[config.mk]
export PLATFORM = sky130hd
export DESIGN_NAME = sumador_restador_serie_flat
export DESIGN_NICKNAME = d
export VERILOG_FILES = /design/src/rtl/sumador_restador_serie_pkg.sv /design/src/rtl/sumador_restador_serie_if.sv /design/src/rtl/sumador_restador_serie_digito.sv /design/src/rtl/sumador_restador_serie.sv /design/src/flat_wrapper.sv
export SDC_FILE = /design/constraint.sdc
export NUM_CORES = 1
export LEC_CHECK = 0
export CELL_PAD_IN_SITES_DETAIL_PLACEMENT = 0
export CELL_PAD_IN_SITES_GLOBAL_PLACEMENT = 2
export CORE_UTILIZATION = 35
export CTS_BUF_LIST = sky130_fd_sc_hd__clkbuf_8
export CTS_CLUSTER_DIAMETER = 60
export DETAILED_ROUTE_END_ITERATION = 10
export PLACE_DENSITY = 0.76
export SETUP_SLACK_MARGIN = 0.4
export SLEW_MARGIN = 25
export SYNTH_ARGS = -nofsm -noshare
export SYNTH_HDL_FRONTEND = slang
export SYNTH_SLANG_ARGS = --single-unit
[constraint.sdc]
create_clock -name clk -period 2.2 [get_ports clk]
set_input_delay 0.66 -clock clk [delete_from_list [all_inputs] [get_ports clk]]
set_output_delay 0.66 -clock clk [all_outputs]
set_load 0.05 [all_outputs]
[src/rtl/sumador_restador_serie_pkg.sv]
// Shared definitions for the serial adder/subtractor: FSM state encoding and op codes.
package sumador_restador_serie_pkg;

    typedef enum logic [1:0] {
        S_IDLE = 2'd0,
        S_RUN  = 2'd1,
        S_DONE = 2'd2
    } state_t;

    localparam logic OP_SUMA  = 1'b0;
    localparam logic OP_RESTA = 1'b1;

endpackage

[src/rtl/sumador_restador_serie_if.sv]
// Start/busy/done handshake, operands and result/flags of the serial adder/subtractor.
interface sumador_restador_serie_if #(parameter int WIDTH = 8);
    logic             start;
    logic             op;
    logic [WIDTH-1:0] a;
    logic [WIDTH-1:0] b;
    logic             busy;
    logic             done;
    logic [WIDTH-1:0] s;
    logic             cout;
    logic             ovf;
    logic             zero;

    modport master (output start, op, a, b,
                    input  busy, done, s, cout, ovf, zero);
    modport slave  (input  start, op, a, b,
                    output busy, done, s, cout, ovf, zero);
endinterface

[src/rtl/sumador_restador_serie_digito.sv]
// Combinational DIGIT-bit ripple slice of full-adder cells; also exposes the carry into the top bit.
module sumador_restador_serie_digito #(
    parameter int DIGIT = 1
) (
    input  logic [DIGIT-1:0] a,
    input  logic [DIGIT-1:0] b,
    input  logic             cin,
    output logic [DIGIT-1:0] s,
    output logic             cout,
    output logic             c_msb
);
    logic [DIGIT:0] c;

    assign c[0] = cin;

    for (genvar i = 0; i < DIGIT; i++) begin : g_fa
        assign s[i]   = a[i] ^ b[i] ^ c[i];
        assign c[i+1] = (a[i] & b[i]) | (c[i] & (a[i] ^ b[i]));
    end

    assign cout  = c[DIGIT];
    assign c_msb = c[DIGIT-1];
endmodule

[src/rtl/sumador_restador_serie.sv]
// Multi-cycle two's-complement adder/subtractor: DIGIT bits per clock, LSB first,
// with start/busy/done handshake and carry/overflow/zero flags.
module sumador_restador_serie
    import sumador_restador_serie_pkg::*;
#(
    parameter int WIDTH = 8,
    parameter int DIGIT = 1
) (
    input  logic                    clk,
    input  logic                    rst,
    sumador_restador_serie_if.slave bus
);
    localparam int N     = WIDTH / DIGIT;
    localparam int CNT_W = (N > 1) ? $clog2(N) : 1;

    if (WIDTH % DIGIT != 0) begin : g_bad_digit
        $error("WIDTH must be a multiple of DIGIT");
    end

    state_t               state;
    logic [WIDTH-1:0]     a_q;
    logic [WIDTH-1:0]     b_q;
    logic [WIDTH-1:0]     acc_q;
    logic                 carry_q;
    logic [CNT_W-1:0]     cnt_q;

    logic [DIGIT-1:0]       sl_s;
    logic                   sl_cout;
    logic                   sl_cmsb;
    logic [WIDTH+DIGIT-1:0] acc_cat;
    logic [WIDTH+DIGIT-1:0] acc_sh;
    logic [WIDTH-1:0]       acc_next;
    logic                   last;

    sumador_restador_serie_digito #(.DIGIT(DIGIT)) u_digito (
        .a     (a_q[DIGIT-1:0]),
        .b     (b_q[DIGIT-1:0]),
        .cin   (carry_q),
        .s     (sl_s),
        .cout  (sl_cout),
        .c_msb (sl_cmsb)
    );

    // New digit enters at the MSB end so the result is right-aligned after N shifts.
    assign acc_cat  = {sl_s, acc_q};
    assign acc_sh   = acc_cat >> DIGIT;
    assign acc_next = acc_sh[WIDTH-1:0];
    assign last     = (cnt_q == CNT_W'(N - 1));

    always_ff @(posedge clk or posedge rst) begin
        if (rst) begin
            state     <= S_IDLE;
            a_q       <= '0;
            b_q       <= '0;
            acc_q     <= '0;
            carry_q   <= 1'b0;
            cnt_q     <= '0;
            bus.busy  <= 1'b0;
            bus.done  <= 1'b0;
            bus.s     <= '0;
            bus.cout  <= 1'b0;
            bus.ovf   <= 1'b0;
            bus.zero  <= 1'b0;
        end else begin
            bus.done <= 1'b0;
            unique case (state)
                S_IDLE, S_DONE: begin
                    bus.busy <= 1'b0;
                    state    <= S_IDLE;
                    if (bus.start) begin
                        // Subtraction as a + ~b + 1: invert B and seed the carry.
                        a_q      <= bus.a;
                        b_q      <= (bus.op == OP_RESTA) ? ~bus.b : bus.b;
                        carry_q  <= (bus.op == OP_RESTA);
                        cnt_q    <= '0;
                        state    <= S_RUN;
                        bus.busy <= 1'b1;
                    end
                end
                S_RUN: begin
                    a_q     <= a_q >> DIGIT;
                    b_q     <= b_q >> DIGIT;
                    acc_q   <= acc_next;
                    carry_q <= sl_cout;
                    cnt_q   <= cnt_q + CNT_W'(1);
                    if (last) begin
                        state    <= S_DONE;
                        bus.busy <= 1'b0;
                        bus.done <= 1'b1;
                        bus.s    <= acc_next;
                        bus.cout <= sl_cout;
                        bus.ovf  <= sl_cmsb ^ sl_cout;
                        bus.zero <= (acc_next == '0);
                    end
                end
                default: begin
                    state    <= S_IDLE;
                    bus.busy <= 1'b0;
                end
            endcase
        end
    end
endmodule

[src/flat_wrapper.sv]
// flat-port wrapper written by rule: the top's interface ports become plain ports
module sumador_restador_serie_flat import sumador_restador_serie_pkg::*;
#(
    parameter int WIDTH = 8,
    parameter int DIGIT = 1
)
  (clk, rst, bus_start, bus_op, bus_a, bus_b, bus_busy, bus_done, bus_s, bus_cout, bus_ovf, bus_zero);
  sumador_restador_serie_if #(.WIDTH(WIDTH)) bus_i ();
  input  logic clk;
  input  logic rst;
  input wire logic [$bits(bus_i.start)-1:0] bus_start;
  input wire logic [$bits(bus_i.op)-1:0] bus_op;
  input wire logic [$bits(bus_i.a)-1:0] bus_a;
  input wire logic [$bits(bus_i.b)-1:0] bus_b;
  output wire logic [$bits(bus_i.busy)-1:0] bus_busy;
  output wire logic [$bits(bus_i.done)-1:0] bus_done;
  output wire logic [$bits(bus_i.s)-1:0] bus_s;
  output wire logic [$bits(bus_i.cout)-1:0] bus_cout;
  output wire logic [$bits(bus_i.ovf)-1:0] bus_ovf;
  output wire logic [$bits(bus_i.zero)-1:0] bus_zero;
  assign bus_i.start = bus_start;
  assign bus_i.op = bus_op;
  assign bus_i.a = bus_a;
  assign bus_i.b = bus_b;
  assign bus_busy = bus_i.busy;
  assign bus_done = bus_i.done;
  assign bus_s = bus_i.s;
  assign bus_cout = bus_i.cout;
  assign bus_ovf = bus_i.ovf;
  assign bus_zero = bus_i.zero;
  sumador_restador_serie #(.WIDTH(WIDTH), .DIGIT(DIGIT)) u_core (.clk(clk), .rst(rst), .bus(bus_i));
endmodule
==> results of run 1 <==
## per-stage QoR
step	cell area, µm²	power (mW)	hold slack (ns)
4_1_cts	2270	3.47	0.488
3_5_place_dp	2170	2.98	0.470
6_report	2250	3.40	0.486
2_1_floorplan	1780	2.54	0.450
5_1_grt	2250	3.60	0.506
3_3_place_gp	2170	2.93	0.461
## repair_timing
item,in CTS,in global routing
resized for setup,35,7
hold buffers,0,0
setup endpoints to repair,33,12
endpoints found under the hold margin,0,0
## metal layers
layer / wire, µm / global-route usage
met3: 109 / 0.0373
met4: 27 / 0.0523
met2: 1510 / 0.191
met5: 0 / 0
met1: 1510 / 0.169
## worst max-delay path by stage
stage               slack, ns       endpoint             from  depth (start not counted)
floorplan                0.57  u_core.a_q[0]              rst                          1
global placement        -0.26  u_core.a_q[2]        bus_start                          5
detailed placement      -0.29  u_core.a_q[2]        bus_start                          5
CTS                      0.40       bus_s[1]  u_core.bus.s[1]                          1
global route             0.44  u_core.a_q[2]        bus_start                          5
finish                   0.51  u_core.a_q[2]        bus_start                          5
## registers in the layout (all words and copies together), names as in the netlist
signal / count
u_core.state: 2
u_core.carry_q: 1
u_core.b_q: 8
u_core.bus.busy: 1
u_core.bus.s: 8
u_core.cnt_q: 3
u_core.acc_q: 7
u_core.bus.zero: 1
u_core.a_q: 8
u_core.bus.ovf: 1
u_core.bus.cout: 1
u_core.bus.done: 1
## cells by family after synthesis
family,Yosys count,synth area share
AO/OA/AOI/OAI,30,0.141
XOR/XNOR,9,0.0444
AND/OR/NAND/NOR,19,0.0522
buffers and inverters,13,0.0373
adder cells (fa/ha/maj),3,0.0254
flip-flops,42,0.592
multiplexers,17,0.108
## layout make-up
type                    instances  area (µm²)
fillers                       461        2560
flip-flops and latches         42        1050
multi-input cells              78         666
repair buffers                 37         345
well taps                      67        83.8
clock buffers                   6        82.6
inverters                       4        15.0
clock inverters                 2        8.76
## synth_stat cells
| cell type | count |
|---|---|
| sky130_fd_sc_hd__mux2_2 | 17 |
| sky130_fd_sc_hd__a22o_1 | 12 |
| sky130_fd_sc_hd__buf_2 | 5 |
| sky130_fd_sc_hd__xor2_1 | 1 |
| sky130_fd_sc_hd__dfrtp_1 | 42 |
| sky130_fd_sc_hd__fa_1 | 1 |
| sky130_fd_sc_hd__xnor2_1 | 8 |
| sky130_fd_sc_hd__ha_1 | 2 |
| sky130_fd_sc_hd__nor4_1 | 2 |
| sky130_fd_sc_hd__o21ai_0 | 3 |
| sky130_fd_sc_hd__nor2_1 | 8 |
| sky130_fd_sc_hd__nand2b_1 | 1 |
| sky130_fd_sc_hd__buf_4 | 1 |
| sky130_fd_sc_hd__a21o_1 | 8 |
| sky130_fd_sc_hd__a221o_1 | 7 |
| sky130_fd_sc_hd__inv_1 | 4 |
| sky130_fd_sc_hd__and2b_1 | 1 |
| sky130_fd_sc_hd__nor2b_1 | 1 |
| sky130_fd_sc_hd__clkbuf_1 | 1 |
| sky130_fd_sc_hd__buf_6 | 1 |
| sky130_fd_sc_hd__nand2_1 | 4 |
| sky130_fd_sc_hd__buf_1 | 1 |
| sky130_fd_sc_hd__nand3b_1 | 2 |
## power by group
group          switching [mW]  total [mW]  leakage [nW]  internal (mW)
logic                   0.849        1.55         0.489          0.698
registers               0.227        1.36         0.522           1.13
clock network           0.248       0.497        0.0524          0.249
total                    1.32        3.40          1.06           2.08
==> Flow_metrics.wiki, run 1 <==
{| class="wikitable"
! Metric !! Value
|-
| Result of the run || finished, final reports clean
|-
| Detail-routed via count per cell || 4.81
|-
| Library cell contributing the largest single delay on the critical path || sky130_fd_sc_hd__clkdlybuf4s50_1
|-
| Synthesis Warnings || 0
|-
| Cell breakdown of the critical path || clkdlybuf4s50_1 > nor2b_1 > nor2_4 > buf_4 > a21o_1
|-
| Number of ports placed on the die boundary || 33
|-
| Total gr overflow || 0
|-
| Family of cells with the greatest summed delay on the critical path || buffers and inverters
|-
| Max_slew headroom || 0.640
|-
| Highest attainable clock frequency || 592 MHz
|-
| Worst hold-check path type || flop to flop
|-
| Number of rows created at floorplan || 25
|-
| Clk slew on worst S/H paths || 0.08 ns
|-
| Hold Path Origin || u_core.a_q[6]
|-
| Commonest non-fill, non-tap cell in the layout || sky130_fd_sc_hd__dfrtp_1
|-
| Post-synthesis cell type count || 23
|-
| Top cells by area, synth || sky130_fd_sc_hd__dfrtp_1 59%, sky130_fd_sc_hd__mux2_2 11%, sky130_fd_sc_hd__a22o_1 5.9%, sky130_fd_sc_hd__a221o_1 3.9%, sky130_fd_sc_hd__xnor2_1 3.9%
|-
| Worst reg2reg path endpoint || u_core.bus.s[2]
|-
| Share of the core filled with cells in the final layout || 0.468
|-
| Fin worst setup slack || 0.512 ns
|-
| Category of the most critical setup path || input pin to flop
|-
| Number of vias in the routed layout || 1135
|-
| Initial core utilization || 0.369
|-
| Final layout net count || 191
|-
| First-pass GRT wire length || 5.00 mm
|-
| Most frequent cells in the layout || 42 x sky130_fd_sc_hd__dfrtp_1, 18 x sky130_fd_sc_hd__clkdlybuf4s50_1, 17 x sky130_fd_sc_hd__mux2_2
|-
| Slowest stage delay, CP || 0.47 ns
|-
| FF-to-FF Start || u_core.cnt_q[0]
|-
| Core outline area || 4820 µm²
|-
| DR WL/cell || 13.4 µm
|-
| Total number of H-tree levels || 2
|-
| CTS tree || done
|-
| Initial antenna violation count || 0
|-
| Synthesized Nets || 156
|-
| Highest ir drop seen on vdd || 799 µV
|-
| Aggregate global-route resource usage || 0.126
|-
| Die extent in y || 73.2 µm
|-
| Diode insertion count for antenna repair || 0
|-
| Horizontal extent of the die || 73.2 µm
|-
| Setup-violating endpoint count in the final report || 0
|-
| Post-synthesis average cell area || 13.3 µm²
|-
| Clk sink count || 42
|-
| Bufs on Longest Clock Path || 2
|-
| Critical Path Fanout Max || 16
|-
| Number of violations of the max-capacitance limit || 0
|-
| Clock latency of the later-clocked register in the worst-skew pair || 0.28 ns
|-
| Post-Place Cells || 228
|-
| Slew at the pin closest to its max-slew limit || 0.540 ns
|-
| CP Data Arrival Time || 1.87 ns
|-
| Post-synth top area cell || sky130_fd_sc_hd__dfrtp_1
|-
| RSZ-0062 raised after global routing || no
|-
| Data required time of the worst path || 2.38 ns
|-
| DP HPWL || 2.12 mm
|-
| Final total negative setup slack || 0 ns
|-
| Synthesized flop and latch total || 42
|-
| Die area || 5360 µm²
|-
| End of the worst hold path || u_core.a_q[6]
|-
| Root Buffer Master || sky130_fd_sc_hd__clkbuf_8
|-
| Final Slew Violations || 0
|-
| Standby leakage power || 1.06 nW
|-
| GPL Wtd Cong || 0.731
|-
| Largest net degree at the start of global routing || 43
|-
| Buffer count from post-CTS setup fixing || 0
|-
| Final wirelength || 3.16 mm
|-
| Crit path capture type || flop
|-
| Post-Synthesis Cell Area || 1780 µm²
|-
| Sequential element share of the synthesized area || 0.592
|-
| Remaining DRCs || 0
|-
| Number of failing hold endpoints at the final stage || 0
|-
| Worst Setup Start Kind || input pin
|-
| Count of buffer and inverter cells on the critical path || 2
|-
| Share of the synthesized area in the top cell type || 0.592
|-
| Fraction of layout instances using a drive strength above 1 || 0.254
|-
| Num CTS Buffers || 5
|-
| Pre-CTS worst setup slack || -0.286 ns
|-
| Cell depth of the worst min-delay path || 1
|-
| Relative area change from synthesis to final layout || 26.8%
|-
| Instance count of the mapped netlist || 133
|-
| Via count of the first global-routing pass || 1038
|-
| Number of standard cells in the final layout excluding fillers || 236
|-
| Areal power density over the cells || 1510 nW/µm²
|-
| Number of iterations in the first detailed-routing pass || 4
|-
| First-iteration detailed-routing DRC count || 29
|-
| Clock tree skew after final layout || 0.00475 ns
|-
| Internal reg-to-reg setup slack || 0.63 ns
|-
| Time the worst path needs with I/O delays and setup || 1.69 ns
|-
| Period utilisation layout || 0.767
|-
| Post-DRT Antenna Nets || 0
|-
| Worst-case reg-to-reg path depth || 5
|-
| Buffers added on ports || 32
|}
(Power assumes the default switching activity.)
==> run 2: changes to the inputs <==
--- a/config.mk
+++ b/config.mk
@@ -7,11 +7,11 @@
 export LEC_CHECK = 0
 export CELL_PAD_IN_SITES_DETAIL_PLACEMENT = 0
 export CELL_PAD_IN_SITES_GLOBAL_PLACEMENT = 2
-export CORE_UTILIZATION = 35
+export CORE_UTILIZATION = 33
 export CTS_BUF_LIST = sky130_fd_sc_hd__clkbuf_8
 export CTS_CLUSTER_DIAMETER = 60
 export DETAILED_ROUTE_END_ITERATION = 10
-export PLACE_DENSITY = 0.76
+export PLACE_DENSITY = 0.75
 export SETUP_SLACK_MARGIN = 0.4
 export SLEW_MARGIN = 25
 export SYNTH_ARGS = -nofsm -noshare
==> constraint.sdc (replaced) <==
create_clock -name clk -period 1.45 [get_ports clk]
set_input_delay 0.435 -clock clk [delete_from_list [all_inputs] [get_ports clk]]
set_output_delay 0.435 -clock clk [all_outputs]
set_load 0.05 [all_outputs]
==> run 2 against run 1 <==
Net effect: the run now ends with negative setup slack left; cell count increased by 14%; combinational power increased to 2.8 times the previous value; hold slack improved by 0.0020 ns; design area increased by 30%; count of clock-buffer cells in the layout unchanged; register-to-register slack got worse by 0.65 ns; first-iteration DRC count increased by 120%; die area increased by 5.9%; sequential power increased by 63%; clock skew increased by 0.00085 ns; non-clock buffer count increased by 30; critical path depth unchanged; largest cell class unchanged; highest routed layer unchanged.
==> Flow_metrics.wiki, run 2 (synthesized netlist as in run 1, its figures left out) <==
{| class="wikitable"
! Metric !! Value
|-
| Detail-routed via count per cell || 4.79
|-
| Internal reg-to-reg setup slack || -0.02 ns
|-
| Worst Setup Start Kind || flop
|-
| Violations in the final reports || negative setup slack
|-
| Largest net degree at the start of global routing || 43
|-
| Number of failing hold endpoints at the final stage || 0
|-
| Num CTS Buffers || 5
|-
| Final wirelength || 3.93 mm
|-
| Die area || 5680 µm²
|-
| Max_slew headroom || 0.839
|-
| Diode insertion count for antenna repair || 0
|-
| Library cell contributing the largest single delay on the critical path || sky130_fd_sc_hd__dfrtp_1
|-
| Cell breakdown of the critical path || ha_2 > ha_4 > nand3b_1 > buf_12 > mux2_2
|-
| Clk slew on worst S/H paths || 0.08 ns
|-
| Fraction of layout instances using a drive strength above 1 || 0.425
|-
| Number of iterations in the first detailed-routing pass || 3
|-
| Worst hold-check path type || flop to flop
|-
| Horizontal extent of the die || 75.4 µm
|-
| DP HPWL || 2.50 mm
|-
| Die extent in y || 75.4 µm
|-
| RSZ-0062 raised after global routing || yes
|-
| Clock latency of the later-clocked register in the worst-skew pair || 0.29 ns
|-
| Post-Place Cells || 240
|-
| CTS tree || done
|-
| Time the worst path needs with I/O delays and setup || 1.47 ns
|-
| Post-DRT Antenna Nets || 0
|-
| Buffers added on ports || 32
|-
| Worst reg2reg path endpoint || u_core.bus.cout
|-
| Aggregate global-route resource usage || 0.151
|-
| Worst-case reg-to-reg path depth || 5
|-
| Post-CTS Hold Buffers || 0
|-
| FF-to-FF Start || u_core.cnt_q[1]
|-
| Overall power || 7.27 mW
|-
| Highest ir drop seen on vdd || 1190 µV
|-
| Worst setup path start || u_core.cnt_q[1]
|-
| Number of ports placed on the die boundary || 33
|-
| Commonest non-fill, non-tap cell in the layout || sky130_fd_sc_hd__dfrtp_1
|-
| Total number of H-tree levels || 2
|-
| GPL Wtd Cong || 0.678
|-
| Final Slew Violations || 0
|-
| Slowest stage delay, CP || 0.39 ns
|-
| First-pass GRT wire length || 6.33 mm
|-
| Initial antenna violation count || 0
|-
| First-iteration detailed-routing DRC count || 63
|-
| Placement-stage cell area || 2480 µm²
|-
| Via count of the first global-routing pass || 1302
|-
| Bufs on Longest Clock Path || 2
|-
| Design area || 2930 µm²
|-
| DR WL/cell || 14.5 µm
|-
| Final total negative setup slack || -0.0573 ns
|-
| Data required time of the worst path || 1.63 ns
|-
| Number of standard cells in the final layout excluding fillers || 270
|-
| Crit path capture type || flop
|-
| Setup-violating endpoint count in the final report || 3
|-
| Fin worst setup slack || -0.0223 ns
|-
| Areal power density over the cells || 2490 nW/µm²
|-
| Root Buffer Master || sky130_fd_sc_hd__clkbuf_8
|-
| Final layout net count || 222
|-
| Pre-CTS worst setup slack || -0.210 ns
|-
| Highest attainable clock frequency || 679 MHz
|-
| Result of the run || finished with violations
|-
| Slew at the pin closest to its max-slew limit || 0.240 ns
|-
| Relative area change from synthesis to final layout || 64.8%
|-
| Number of rows created at floorplan || 26
|-
| Category of the most critical setup path || flop to flop
|-
| Period utilisation layout || 1.02
|-
| Remaining DRCs || 0
|-
| CP Data Arrival Time || 1.65 ns
|-
| Total gr overflow || 0
|-
| Number of vias in the routed layout || 1294
|-
| Clock tree skew after final layout || 0.00561 ns
|-
| Core outline area || 5140 µm²
|-
| Worst setup path end || u_core.bus.cout
|-
| Critical Path Fanout Max || 13
|-
| Standby leakage power || 1.41 nW
|-
| Share of the core filled with cells in the final layout || 0.569
|-
| Filler cell count || 451
|-
| Clk sink count || 42
|-
| Regs by FF count || u_core.a_q: 8 flops, u_core.b_q: 8 flops, u_core.bus.s: 8 flops
|-
| Number of violations of the max-capacitance limit || 0
|-
| Initial core utilization || 0.345
|-
| Worst hold slack across all endpoints || 0.488 ns
|-
| Most frequent cells in the layout || 42 x sky130_fd_sc_hd__dfrtp_1, 18 x sky130_fd_sc_hd__buf_12, 17 x sky130_fd_sc_hd__clkdlybuf4s50_1
|}
run 2: changes by cell type in the layout (fill, tap and decap cells not counted), moves of 5 or more:
| cell | change |
|---|---|
| sky130_fd_sc_hd__buf_6 | +9 |
| sky130_fd_sc_hd__mux2_4 | +14 |
| sky130_fd_sc_hd__buf_12 | +18 |
| sky130_fd_sc_hd__mux2_2 | -14 |
| sky130_fd_sc_hd__clkbuf_2 | -5 |
| sky130_fd_sc_hd__buf_4 | +11 |
| sky130_fd_sc_hd__clkdlybuf4s15_2 | -8 |
run 2: repair_timing:
item,CTS,global route
gates resized for setup,24,6
cloned,4,0
buffers inserted,14,4
endpoints found under the setup margin,55,55
pin swaps,11,6
run 2: worst min path at each step:
stage | cells past startpoint | end | start | slack, ns
finish | 1 | u_core.a_q[5] | u_core.a_q[5] | 0.49
global route | 1 | u_core.a_q[5] | u_core.a_q[5] | 0.50
CTS | 1 | u_core.a_q[5] | u_core.a_q[5] | 0.49
detailed placement | 1 | u_core.a_q[5] | u_core.a_q[5] | 0.47
global placement | 1 | u_core.a_q[6] | u_core.a_q[6] | 0.46
floorplan | 1 | u_core.a_q[0] | rst | 0.43
run 2: cell type report:
type	count	area [µm²]	share of cell area
clock buffer	6	82.6	0.0282
clock inverter	2	12.5	0.00428
inverter	4	18.8	0.00642
multi-input combinational	79	786	0.269
sequential	42	1050	0.359
tap	70	87.6	0.0299
timing repair buffer	67	887	0.303
run 2: critical path, delay by kind of cell, from the launching register on:
kind	cells	cell delay [ns]
flops	1	0.39
buf+inv	1	0.16
fa+ha+maj	2	0.35
mux	1	0.34
simple gates	1	0.12
run 2: metal layers:
metal | vias to the layer above | global-route usage | routed length (µm)
li1 | 605 | - | -
met1 | 655 | 0.200 | 1700
met2 | 28 | 0.244 | 2050
met3 | 6 | 0.0344 | 128
met4 | 0 | 0.0535 | 52
met5 | - | 0 | 0
run 2: power by group:
part / leakage, nW / switching [mW] / internal [mW] / total (mW)
Combinational: 0.836 / 1.65 / 2.64 / 4.29
Clock: 0.0472 / 0.393 / 0.383 / 0.776
Sequential: 0.522 / 0.491 / 1.72 / 2.21
==> run 3: changes to the inputs <==
--- a/config.mk
+++ b/config.mk
@@ -12,8 +12,7 @@
 export CTS_CLUSTER_DIAMETER = 60
 export DETAILED_ROUTE_END_ITERATION = 10
 export PLACE_DENSITY = 0.75
-export SETUP_SLACK_MARGIN = 0.4
-export SLEW_MARGIN = 25
+export SLEW_MARGIN = 20
 export SYNTH_ARGS = -nofsm -noshare
 export SYNTH_HDL_FRONTEND = slang
 export SYNTH_SLANG_ARGS = --single-unit
==> run 3 against run 2 <==
Net effect: the run still ends with negative setup slack left; fmax hardly changed; combinational power is 27% lower; sequential power hardly changed; core utilization is 6.7 points lower; critical path depth stayed put; worst setup slack worse by 0.0014 ns; sequential cell count stayed put; cell count is 8.5% lower; design area is 12% lower; clock power is 11% higher; wire length is 17% lower; critical endpoint unchanged.
==> Flow_metrics.wiki, run 3 (synthesized netlist as in run 1, its figures left out) <==
{| class="wikitable"
! Metric !! Value
|-
| Aggregate global-route resource usage || 0.134
|-
| Core outline area || 5140 µm²
|-
| First-pass GRT wire length || 5.63 mm
|-
| Root Buffer Master || sky130_fd_sc_hd__clkbuf_8
|-
| Relative contribution of combinational cells to total power || 0.507
|-
| Highest ir drop seen on vdd || 870 µV
|-
| Post-CTS Hold Buffers || 0
|-
| Num CTS Buffers || 5
|-
| Initial antenna violation count || 0
|-
| Cell breakdown of the critical path || ha_2 > ha_4 > nand3b_1 > buf_12 > mux2_4
|-
| Highest attainable clock frequency || 679 MHz
|-
| Pre-CTS worst setup slack || -0.610 ns
|-
| Number of ports placed on the die boundary || 33
|-
| Final wirelength || 3.25 mm
|-
| Worst-case reg-to-reg path depth || 5
|-
| DP HPWL || 2.28 mm
|-
| Critical Path Fanout Max || 13
|-
| Number of vias in the routed layout || 1159
|-
| Horizontal extent of the die || 75.4 µm
|-
| RSZ-0062 raised after global routing || yes
|-
| Number of iterations in the first detailed-routing pass || 2
|-
| Via count of the first global-routing pass || 1263
|-
| Slew at the pin closest to its max-slew limit || 0.332 ns
|-
| Time the worst path needs with I/O delays and setup || 1.47 ns
|-
| Power share of the clock group || 0.140
|-
| GPL Wtd Cong || 0.665
|-
| Buffer count from post-CTS setup fixing || 0
|-
| Hold Path Origin || u_core.a_q[3]
|-
| Violations in the final reports || negative setup slack
|-
| Initial core utilization || 0.345
|-
| Relative area change from synthesis to final layout || 45.2%
|-
| FF-to-FF Start || u_core.cnt_q[1]
|-
| Fin worst setup slack || -0.0237 ns
|-
| Remaining DRCs || 0
|-
| Setup-violating endpoint count in the final report || 9
|-
| Cell depth of the worst min-delay path || 1
|-
| CTS tree || done
|-
| Fraction of layout instances using a drive strength above 1 || 0.322
|-
| Worst hold-check path type || flop to flop
|-
| Max_slew headroom || 0.778
|-
| Number of rows created at floorplan || 26
|-
| Commonest non-fill, non-tap cell in the layout || sky130_fd_sc_hd__dfrtp_1
|-
| Clk slew on worst S/H paths || 0.08 ns
|-
| Buffers added on ports || 32
|-
| Data required time of the worst path || 1.62 ns
|-
| Number of failing hold endpoints at the final stage || 0
|-
| Final total negative setup slack || -0.171 ns
|-
| First-iteration detailed-routing DRC count || 30
|-
| Most frequent cells in the layout || 42 x sky130_fd_sc_hd__dfrtp_1, 19 x sky130_fd_sc_hd__clkdlybuf4s50_1, 16 x sky130_fd_sc_hd__buf_12
|-
| Die extent in y || 75.4 µm
|-
| Worst hold slack across all endpoints || 0.483 ns
|-
| Category of the most critical setup path || flop to flop
|-
| Regs by FF count || u_core.a_q: 8 flops, u_core.b_q: 8 flops, u_core.bus.s: 8 flops
|-
| Sequential share of power || 0.353
|-
| Number of violations of the max-capacitance limit || 0
|-
| Internal reg-to-reg setup slack || -0.02 ns
|-
| Standby leakage power || 1.21 nW
|-
| Die area || 5680 µm²
|-
| Clock latency of the later-clocked register in the worst-skew pair || 0.29 ns
|-
| Worst reg2reg path endpoint || u_core.bus.cout
|-
| Total number of H-tree levels || 2
|-
| Clk sink count || 42
|-
| Total gr overflow || 0
|-
| Final Slew Violations || 0
|-
| Share of the core filled with cells in the final layout || 0.502
|-
| CP Data Arrival Time || 1.65 ns
|-
| Areal power density over the cells || 2390 nW/µm²
|-
| Worst Setup Start Kind || flop
|-
| Switching power || 2.20 mW
|-
| Crit path capture type || flop
|-
| Diode insertion count for antenna repair || 0
|-
| Internal power summed over all cells || 3.96 mW
|-
| Period utilisation layout || 1.02
|-
| End of the worst hold path || u_core.a_q[3]
|-
| Sw Ratio || 0.357
|-
| Final layout net count || 199
|-
| DR WL/cell || 13.2 µm
|-
| Post-DRT Antenna Nets || 0
|-
| Clock tree skew after final layout || 0.00394 ns
|-
| Library cell contributing the largest single delay on the critical path || sky130_fd_sc_hd__dfrtp_1
|-
| Slowest stage delay, CP || 0.41 ns
|-
| Bufs on Longest Clock Path || 2
|-
| Result of the run || finished with violations
|-
| Detail-routed via count per cell || 4.69
|-
| Overall power || 6.16 mW
|-
| Largest net degree at the start of global routing || 43
|}
run 3: changes by cell type in the layout (fill, tap and decap cells not counted), moves of 5 or more:
cell                     previous run  this run
sky130_fd_sc_hd__buf_6              9         1
sky130_fd_sc_hd__mux2_2             3         8
sky130_fd_sc_hd__buf_4             16         9
sky130_fd_sc_hd__mux2_4            14         9
run 3: layout make-up:
| cell class | count | area (µm²) |
|---|---|---|
| Clock buffer | 8 | 110 |
| Fill cell | 480 | 2560 |
| Inverter | 4 | 15.0 |
| Multi-Input combinational cell | 78 | 726 |
| Sequential cell | 42 | 1050 |
| Tap cell | 70 | 87.6 |
| Timing Repair Buffer | 45 | 589 |
run 3: timing repair:
action                                  in CTS  in global routing
endpoints found under the setup margin      31                 27
pin swaps                                    2                  1
gates resized for setup                      6                  5
run 3: worst max-delay path by stage:
stage,endpoint,cells past startpoint,from
2_1_floorplan,u_core.bus.s[0],5,u_core.cnt_q[1]
3_3_place_gp,u_core.a_q[7],5,bus_start
3_5_place_dp,u_core.a_q[7],5,bus_start
4_1_cts,u_core.bus.s[3],5,u_core.cnt_q[1]
5_1_grt,u_core.bus.cout,5,u_core.cnt_q[1]
6_report,u_core.bus.cout,5,u_core.cnt_q[1]
run 3: power by group through the flow:
stage / sequential [mW] / combinational (mW) / clock (mW)
after detailed placement: 2.19 / 3.11 / 0
after global placement: 2.16 / 3.01 / 0
after CTS: 2.18 / 3.12 / 0.902
after global routing: 2.25 / 3.36 / 0.935
final: 2.18 / 3.13 / 0.861
after floorplan: 2.56 / 1.38 / 0
run 3: worst max-delay path: cells and delay by family, from the launching register on:
family | cells | cell delay [ns]
muxes | 1 | 0.30
buffers and inverters | 1 | 0.16
and+or+nand+nor | 1 | 0.12
DFF | 1 | 0.41
adders and majority gates | 2 | 0.37
run 3: routing by layer:
layer	track usage	up-vias	wire, µm
li1	-	559	-
met3	0.0410	4	144
met4	0.0494	0	37
met5	0	-	0
met1	0.163	567	1470
met2	0.226	29	1600
run 3: through the flow:
stage,instances,cell area (µm²)
6_report,247,2580
2_1_floorplan,133,1810
4_1_cts,247,2560
3_3_place_gp,240,2430
5_1_grt,247,2580
3_5_place_dp,240,2430
==> RTL edit 1: new RTL, config.mk and constraints of run 2 <==
Make the reset (`rst`) synchronous in one clocked block.
--- a/src/rtl/sumador_restador_serie.sv
+++ b/src/rtl/sumador_restador_serie.sv
@@ -49,3 +49,3 @@
 
-    always_ff @(posedge clk or posedge rst) begin
+    always_ff @(posedge clk) begin
         if (rst) begin
Formal check against the unedited RTL: differs if rst is asserted again (counterexample within 4 cycles, from zero or initial values and one cycle with rst high); with rst held inactive, the same outputs for 10 cycles.
==> RTL edit 1 against run 2 <==
- area after synthesis is 7.3% higher
- synthesized cell count is 50% higher
- sequential cell count stayed put
- cell area is 0.60% higher
- worst setup slack better by 0.16 ns
- via count is 22% higher
- utilization is 3.8 points lower
- wire length is 20% higher
- critical endpoint is now u_core.bus.s[7]
Power is not compared: it rests on default switching activity, and its combinational part moved more than twofold at a synthesized area within 25%.
==> RTL edit 1: results (changes against run 2) <==
[worst_setup_path]
rrSetupSlack_ns = 0.14  ; was -0.02 ns
cp_max_fo = 2  ; was 13
cp-endpoint = u_core.bus.s[7]  ; was u_core.bus.cout
cp.arrival_ns = 1.53  ; was 1.65 ns
r2r-start = u_core.b_q[0]  ; was u_core.cnt_q[1]

[finish]
drive_gt1_share_pct = 50.40  ; was 42.50%
fillers = 521  ; was 451

[timing]
finalClockSkew_ns = 0.008432  ; was 0.005609 ns
hold_ws_ns = 0.4663  ; was 0.4876 ns

[clock_network]
cts_resized = 34  ; was 24
cts_setup_buffers = 6  ; was 14

[synthesis]
synthTopCellsByArea = dfxtp_1, nand2_1, a22oi_2  ; was dfrtp_1, mux2_2, a22o_1
ys_seq_area_share_pct = 44.15  ; was 59.20%
synth_compound_area_share_pct = 22.34  ; was 14.09%
ys_top_cells_by_count = dfxtp_1, nand2_1, a21oi_1  ; was dfrtp_1, mux2_2, a22o_1
synthAdderAreaFrac_pct = 2.365  ; was 2.537%

[min_path]
hold_end = u_core.a_q[2]  ; was u_core.a_q[5]
hold_start = u_core.a_q[2]  ; was u_core.a_q[5]
worstHoldPathCells = 2  ; was 1

[place]
hpwl_um = 2763  ; was 2497 um
placed_area_mm2 = 0.002460  ; was 0.002482 mm2
dp_slack_ns = -0.1668  ; was -0.2103 ns
routabilityCongestion = 0.7288  ; was 0.6780

[status]
outcome = completed  ; was finished, violations left

[routing]
drtIter0Drc = 64  ; was 63
drt-pass1-iter-count = 4  ; was 3

[power]
power.total_uw = 2496

[RTL edit 1: cell count changes in the layout (fill, tap and decap cells not counted), sizes merged, moves of 8 or more]
cell and delta:
a21o -8, nand2 +33, a22oi +15, a22o -12, a21oi +38, dfrtp -42
nand3 +21, mux2 -17, dfxtp +42
[RTL edit 1: layout make-up]
cell class                      count  area share, %
Clock buffer                        6          2.806
Timing Repair Buffer               61          28.27
Multi-Input combinational cell    139          36.22
Sequential cell                    42          29.63
Tap cell                           72          3.061
[RTL edit 1: per-layer routing]
layer	track usage (%)	share of wire, %	vias to the layer above	wire [um]
met5	0	0	-	0
met4	7.037	2.1	0	98
met3	2.588	3.1	10	146
met2	27.52	53	34	2511
met1	17.73	42	748	1957
li1	-	-	787	-
[RTL edit 1: worst max-delay path: cells and delay by family, from the launching register on]
kind	cells	cell delay (ns)
adders and majority gates	1	0.62
DFF	1	0.34
buffers and inverters	1	0.11
AOI/OAI and AO/OA	1	0.11
and+or+nand+nor	1	0.05
==> RTL edit 2: new RTL, flow settings as in run 2 <==
Made on the original files. `WIDTH` is set to 8 in 3 places; all go to 4.
--- a/src/rtl/sumador_restador_serie_if.sv
+++ b/src/rtl/sumador_restador_serie_if.sv
@@ -1,3 +1,3 @@
 // Start/busy/done handshake, operands and result/flags of the serial adder/subtractor.
-interface sumador_restador_serie_if #(parameter int WIDTH = 8);
+interface sumador_restador_serie_if #(parameter int WIDTH = 4);
     logic             start;
--- a/src/rtl/sumador_restador_serie.sv
+++ b/src/rtl/sumador_restador_serie.sv
@@ -5,3 +5,3 @@
 #(
-    parameter int WIDTH = 8,
+    parameter int WIDTH = 4,
     parameter int DIGIT = 1
--- a/src/flat_wrapper.sv
+++ b/src/flat_wrapper.sv
@@ -3,3 +3,3 @@
 #(
-    parameter int WIDTH = 8,
+    parameter int WIDTH = 4,
     parameter int DIGIT = 1
Ports: changed (resized bus_a, bus_b and bus_s); port bits go from 33 to 21. The function was not compared with the original's and may differ.
==> RTL edit 2 against run 2 <==
- the flow still finishes with violations (negative setup slack)
- worst setup slack better by 0.0011 ns
- power is 43% lower
- final cell count is 34% lower
- area after synthesis is 39% lower
- cell area is 41% lower
- clock skew is 0.0039 ns lower
- sequential cell count is 17 lower
- non-clock buffer count is 22 lower
- wire length is 47% lower
- synthesized cell count is 32% lower
- largest cell class unchanged
- largest power group unchanged
==> RTL edit 2: results (changes against run 2) <==
[synthesis]
synthTopCellsByArea = dfrtp_1, mux2_4, nand2_1  ; was dfrtp_1, mux2_2, a22o_1
syn_area_per_cell_um2 = 11.95  ; was 13.35 um2
synth_nets = 105  ; was 156
ys_seq_area_share_pct = 57.54  ; was 59.20%
ys_async_sr_fraction_pct = 100.0  ; unchanged
synthFlopType = dfrtp_1  ; unchanged
yosysUniqueCellTypes = 27  ; was 23
ys_top_cells_by_count = dfrtp_1, nand2_1  ; was dfrtp_1, mux2_2, a22o_1
ys_warn_count = 0  ; unchanged

[clock_network]
clock_tree.buffer_depth = 2  ; unchanged
clkTransAtPathRegs_ns = 0.08  ; about the same
cts_root_buf = clkbuf_8  ; unchanged
cts_made_buffers = 3  ; was 5
clock_latency_ns = 0.26  ; was 0.29 ns
htreeDepth = 1  ; was 2

[worst_setup_path]
cp_max_fo = 2  ; was 13
r2r-start = u_core.b_q[0]  ; was u_core.cnt_q[1]
cp.arrival_ns = 1.67  ; was 1.65 ns
path_class = reg2reg  ; unchanged

[place]
routabilityCongestion = 0.7346  ; was 0.6780
hpwl_um = 1372  ; was 2497 um
dp_cells = 157  ; was 240
portBuffers = 20  ; was 32
dp_slack_ns = -0.2807  ; was -0.2103 ns
placed_area_mm2 = 0.001480  ; was 0.002482 mm2

[routing]
num_vias = 794  ; was 1294
avgViaCountPerCell = 4.461  ; was 4.793
drtIter0Drc = 14  ; was 63
drt-total-wl_um = 2086  ; was 3928 um
drt-pass1-iter-count = 3  ; unchanged

[finish]
reg_top3 = u_core.a_q x4, u_core.b_q x4, u_core.bus.s x4  ; was u_core.a_q x8, u_core.b_q x8, u_core.bus.s x8
num_antenna_cells = 0  ; unchanged
drive_gt1_share_pct = 44.78  ; was 42.50%
finalNetCount = 149  ; was 222

[power]
cellLeakagePower_uw = 0.0008504  ; was 0.001405 uW
ir_drop_v = 0.0009153  ; was 0.001192 V
switchingPower_uw = 1550  ; was 2535 uW
power_density_mw_per_mm2 = 2384  ; was 2486 mW/mm2

[status]
violations = negative setup slack  ; unchanged
outcome = finished, violations left  ; unchanged

[global_route]
grt_pass1_vias = 769  ; was 1302
grt_antenna_before_repair = 0  ; unchanged
track_usage_pct = 13.52  ; was 15.09%
grt_pass1_wl_um = 3512  ; was 6327 um
grt_max_degree = 26  ; was 43

[timing]
finalClockSkew_ns = 0.001745  ; was 0.005609 ns
setup_viol = 1  ; was 3
fin_tns_setup_ns = -0.02113  ; was -0.05727 ns
worst_slew_pin_slew_ns = 0.2159  ; was 0.2395 ns
setup_slack_ns = -0.02113  ; was -0.02227 ns

[min_path]
hp-class = in2async  ; was reg2reg

==> RTL edit 2: cells by family (layout without fill, tap and decap cells) <==
group,count (synthesis),after routing,share of synthesized area (%)
AOI/OAI and AO/OA,16,16,11.28
xor gates and xnor gates,5,5,4.027
adders and majority gates,2,2,2.992
buffers and inverters,10,53,4.948
DFF,25,25,57.54
muxes,5,5,6.559
and+or+nand+nor,28,28,12.66
==> RTL edit 2: power by group through the flow <==
stage / sequential [uW] / combinational (uW) / clock (uW)
finish: 1280 / 2460 / 403
global route: 1320 / 2650 / 457
CTS: 1270 / 2140 / 425
detailed placement: 1280 / 1920 / 0
global placement: 1270 / 1890 / 0
floorplan: 1550 / 877 / 0
==> RTL edit 2: layout make-up <==
class	count	area, um2
Fill cell	278	1340
Sequential cell	25	626.9
Timing Repair Buffer	45	511.7
Multi-Input combinational cell	56	484.2
Tap cell	44	55.05
Clock buffer	3	41.29
Inverter	4	15.01
Clock inverter	1	3.754
==> RTL edit 2: what timing repair did <==
item | 4_1_cts | 5_1_grt
hold endpoints to repair | 0 | 0
pin swaps | 7 | 5
cloned | 1 | 0
setup endpoints to repair | 31 | 33
resized for setup | 15 | 17
setup buffers | 9 | 7
==> RTL edit 2: per-stage QoR <==
step	total power, uW	hold slack [ns]
final	4144	0.4881
after global routing	4427	0.5112
after CTS	3841	0.4916
after detailed placement	3204	0.4890
after global placement	3164	0.4824
after floorplan	2426	0.4600
==> RTL edit 2: path summary, 6_finish.rpt <==
kind | end | slack [ns] | cells after the start
worst min-delay path | u_core.bus.s[0] | 0.49 | 3
worst min register to register | u_core.acc_q[2] | 0.51 | 2
worst max-delay path | u_core.bus.zero | -0.02 | 3
worst max register to register | u_core.bus.zero | -0.02 | 3
max in group asynchronous | u_core.state[0] | 0.80 | 3
min in group clk | u_core.acc_q[2] | 0.51 | 2
==> RTL edit 2: metal layers <==
metal  wire, um  part of all wire, %  track usage [%]
met1        992                   48            18.28
met2        995                   48            21.03
met3         79                  3.8            2.620
met4         19                 0.91            5.782
met5          0                    0                0
==> RTL edit 2: critical path: stages (launching register included) <==
cell     delay (ns)
dfrtp_1        0.41
fa_2           0.47
or4_1          0.40
o21ai_1        0.12
